--- src/rtl/pc_unit.sv ---
// Program-counter unit for RV32I fetch: stall, redirect, trap entry/return, boot/bubble sequencing.
// Optional PC history buffer enabled by defining PC_HISTORY_EN.
module pc_unit #(
  parameter int                XLEN         = 32,
  parameter logic [XLEN-1:0]   RESET_VECTOR = '0,
  parameter logic [XLEN-1:0]   TRAP_VECTOR  = XLEN'(32'h0000_0100),
  parameter int                HIST_DEPTH   = 4
) (
  input  logic                          sinal_clk,
  input  logic                          sinal_rst,
  input  logic                          stall,
  input  logic                          redirect_valid,
  input  logic [XLEN-1:0]               redirect_target,
  input  logic                          trap_req,
  input  logic                          trap_ret,
  input  logic [XLEN-1:0]               epc_in,
  output logic [XLEN-1:0]               saida_pc,
  output logic [XLEN-1:0]               pc_plus4,
  output logic                          pc_valid,
  output logic                          misaligned,
  output logic [XLEN-1:0]               epc_out,
  input  logic [$clog2(HIST_DEPTH)-1:0] hist_idx,
  output logic [XLEN-1:0]               hist_pc
);

  localparam int              PW   = $clog2(HIST_DEPTH);
  localparam logic [XLEN-1:0] FOUR = XLEN'(4);

  typedef enum logic [1:0] {BOOT, RUN, BUBBLE} state_t;

  state_t state;
  logic   hist_wr;

  assign pc_plus4 = saida_pc + FOUR;

  // Every RUN edge that moves the PC (anything except a plain stall) is a history write.
  assign hist_wr = (state == RUN) && (trap_req || trap_ret || redirect_valid || !stall);

  always_ff @(posedge sinal_clk or posedge sinal_rst) begin
    if (sinal_rst) begin
      state      <= BOOT;
      saida_pc   <= RESET_VECTOR;
      pc_valid   <= 1'b0;
      misaligned <= 1'b0;
      epc_out    <= '0;
    end else begin
      misaligned <= 1'b0;
      if (trap_req) begin
        saida_pc <= TRAP_VECTOR;
        epc_out  <= epc_in;
        state    <= BUBBLE;
        pc_valid <= 1'b0;
      end else if (state != RUN) begin
        state    <= RUN;
        pc_valid <= 1'b1;
      end else if (trap_ret) begin
        saida_pc <= epc_out;
      end else if (redirect_valid && (redirect_target[1:0] != 2'b00)) begin
        // Misaligned target traps; the branch itself becomes the exception PC.
        saida_pc   <= TRAP_VECTOR;
        epc_out    <= saida_pc;
        misaligned <= 1'b1;
        state      <= BUBBLE;
        pc_valid   <= 1'b0;
      end else if (redirect_valid) begin
        saida_pc <= redirect_target;
      end else if (!stall) begin
        saida_pc <= pc_plus4;
      end
    end
  end

`ifdef PC_HISTORY_EN
  logic [XLEN-1:0] hist_mem [HIST_DEPTH];
  logic [PW-1:0]   wr_ptr;
  logic [PW-1:0]   rd_ptr;

  // Pointer arithmetic wraps naturally since HIST_DEPTH is a power of two.
  assign rd_ptr  = wr_ptr - PW'(1) - hist_idx;
  assign hist_pc = hist_mem[rd_ptr];

  always_ff @(posedge sinal_clk or posedge sinal_rst) begin
    if (sinal_rst) begin
      wr_ptr <= '0;
      for (int i = 0; i < HIST_DEPTH; i++) hist_mem[i] <= '0;
    end else if (hist_wr) begin
      hist_mem[wr_ptr] <= saida_pc;
      wr_ptr           <= wr_ptr + PW'(1);
    end
  end
`else
  logic unused_hist;
  assign unused_hist = ^{hist_idx, hist_wr};
  assign hist_pc     = '0;
`endif

endmodule
--- config.mk ---
export PLATFORM = sky130hd
export DESIGN_NAME = pc_unit
export DESIGN_NICKNAME = d
export VERILOG_FILES = /design/src/rtl/pc_unit.sv
export SDC_FILE = /design/constraint.sdc
export NUM_CORES = 1
export LEC_CHECK = 0
export CORE_AREA = 10 10 124 126
export DETAILED_ROUTE_END_ITERATION = 16
export DIE_AREA = 0 0 134 136
export PLACE_DENSITY = 0.8
export SLEW_MARGIN = 30
export SYNTH_ARGS = -nofsm -noshare
export SYNTH_HDL_FRONTEND = slang
export SYNTH_SLANG_ARGS = --single-unit
--- constraint.sdc ---
create_clock -name sinal_clk -period 2.3 [get_ports sinal_clk]
set_input_delay 0.345 -clock sinal_clk [delete_from_list [all_inputs] [get_ports sinal_clk]]
set_output_delay 0.345 -clock sinal_clk [all_outputs]
set_load 0.005 [all_outputs]
==> out/qor.yml <==
core_area_sq_um: 13000
cts_sinks: 67
status: "finished, violations left"
startpoint_type: "flip-flop"
dp_hpwl_microns: 13800
drive_gt1_share_pct: 24.5
cts_root_buffer: "clkbuf_16"
yosys.cell_types.count: 59
yosysSeqAreaShare_pct: 36.6
worst_slack_ps: -242
clock_latency_ps: 350
hp-class: "primary input to async pin"
drt_wl_total_microns: 19000
fin_crit_sh_pct: 111
tightest_slew_ps: 617
via_count: 5107
critPathCaptureType: "primary output"
rr_worst_depth: 11
layout.nets: 870
cp.arrival_ps: 2200
pin_count: 202
dieHeight_microns: 136
powerDensity_nw_per_um2: 488
syn_avg_cell_area_sq_um: 8.31
grt_pass1_wl_microns: 28900
fmax_mhz: 393
synth-edff-count: 0
synthesis.instances: 552
cts_max_path_buffers: 2
fillCellCount: 1153
crit_path_end: "pc_plus4[25]"
cp-startpoint: "saida_pc[10]"
area_delta_synth_final_pct: 65.8
start_util_pct: 35.3
r2r_end: "saida_pc[31]"
antenna_left: 0
ys_warn_count: 0
final_cell_mix: "clkdlybuf4s50_1, buf_4, dfrtp_1"
slew_headroom_pct: 58.8
grt_setup_unrepaired: "yes"
synth.ff_latch_count: 67
place_ws_ps: -350
finalMaxSlewViolations: 0
grt-ovfl-total: 0
drcViolationCount: 0
antenna_found_initial: 1
worstSetupPathType: "flip-flop to primary output"
htree_levels: 3
p_leak_nw: 3.67
rows: 42
synth_ff_type: "dfrtp_1"
ff2ff_setup_slack_ps: 160
grt_usage_pct: 19.9
cts_tree: "built"
grt_max_degree: 68
io_buffers: 167
avgViaCountPerCell: 5.23
maxCapViolations: 0
critical_path_peak_fanout: 2
hold_viol: 0
ir_drop_uv: 292
cts_hold_buf: 0
cts_buffers: 9
gp_congestion: 0.904
r2r-start: "saida_pc[13]"
cp.required_ps: 1960
setup_violations: 8
mostFrequentLayoutCell: "clkdlybuf4s50_1"
post-route-util_pct: 58.6
finalClockSkew_ps: 6.58
drtIter0Drc: 359
async_reset_ff_share_pct: 100
dieArea_sq_um: 18200
final.min_clock_period_ps: 2540
drt-pass1-iter-count: 4
clkTransAtPathRegs_ps: 50
failed_checks: "negative setup slack"
first_global_vias: 5154
wl_per_cell_microns: 19.4
syn-cell-area_sq_um: 4590
die_x_microns: 134
## cell usage after synthesis, types with 18 or more instances
master / instances / area share, %
dfrtp_1: 67 / 37
inv_1: 20 / 1.6
a21oi_1: 47 / 5.1
xnor2_1: 23 / 4.4
nand2_1: 58 / 4.7
mux2i_1: 31 / 6.8
o21ai_0: 44 / 4.8
buf_4: 34 / 5.6
nand3_1: 18 / 2.0
clkbuf_1: 34 / 2.8
nor2_1: 37 / 3.0
## power breakdown
group	total [mW]	internal, mW	switching, mW	leakage [nW]
combinational	1.01	0.550	0.465	2.67
clock	1.33	0.809	0.526	0.141
sequential	1.36	1.27	0.0878	0.857
## worst max-delay path: stages (launching register included)
cell     delay, ps
dfrtp_1        390
nand4_4        120
or4_4          570
or4_4          480
xnor2_2        170
buf_2          130
## stage by stage
stage | hold WS (ps) | cells | total power, mW | cell area [sq um] | setup TNS (ps)
after CTS | 424 | 966 | 3.70 | 7390 | -945
final | 393 | 977 | 3.71 | 7600 | -744
after floorplan | 466 | 583 | 1.79 | 4700 | 0
after detailed placement | 541 | 933 | 2.36 | 6840 | -1330
after global routing | 429 | 976 | 3.89 | 7600 | -1880
after global placement | 539 | 933 | 2.34 | 6840 | -1150
## how the worst min path moves through the flow
stage	endpoint	slack [ps]	cells after the start
6_report	epc_out[16]	390	3
5_1_grt	epc_out[16]	430	3
4_1_cts	saida_pc[21]	420	3
3_5_place_dp	saida_pc[27]	540	1
3_3_place_gp	saida_pc[27]	540	1
2_1_floorplan	epc_out[0]	470	2
## layer usage
metal | vias to the layer above | wire length [microns] | track usage (%)
met5 | - | 0 | 0
met4 | 0 | 391 | 5.74
met1 | 2457 | 7390 | 22.8
met3 | 32 | 1680 | 7.71
met2 | 223 | 9500 | 33.9
li1 | 2395 | - | -
## kinds of logic (layout without fill, tap and decap cells)
group,count (synthesis),in the layout,synth area share (%)
AND/OR/NAND/NOR,176,176,19.3
AO/OA/AOI/OAI,150,150,20.5
buffers and inverters,97,314,10.9
flip-flops,67,67,36.6
multiplexers,31,31,6.76
XOR/XNOR,28,28,5.35
adder cells (fa/ha/maj),2,2,0.545
other,1,33,0.0818
## cell type report
type | count | area, sq um | share of cell area (%)
Antenna cell | 1 | 2.50 | 0.0329
Timing Repair Buffer | 277 | 2490 | 32.7
Inverter | 22 | 82.6 | 1.09
Clock inverter | 2 | 10.0 | 0.132
Sequential cell | 67 | 1680 | 22.1
Multi-Input combinational cell | 419 | 2860 | 37.6
Tap cell | 176 | 220 | 2.90
Clock buffer | 13 | 270 | 3.55
## registers in the layout, summed over array words and instances (netlist names)
name and cells:
misaligned 1, epc_out 32, state 2, saida_pc 32
## timing repair
item                                    in CTS  in global routing
cloned                                       0                  0
endpoints found under the hold margin        0                  0
buffers inserted                            19                 11
resized for setup                          113                 47
pin swaps                                   22                 23
endpoints found under the setup margin      26                 22
Power figures use the tool's default switching activity.
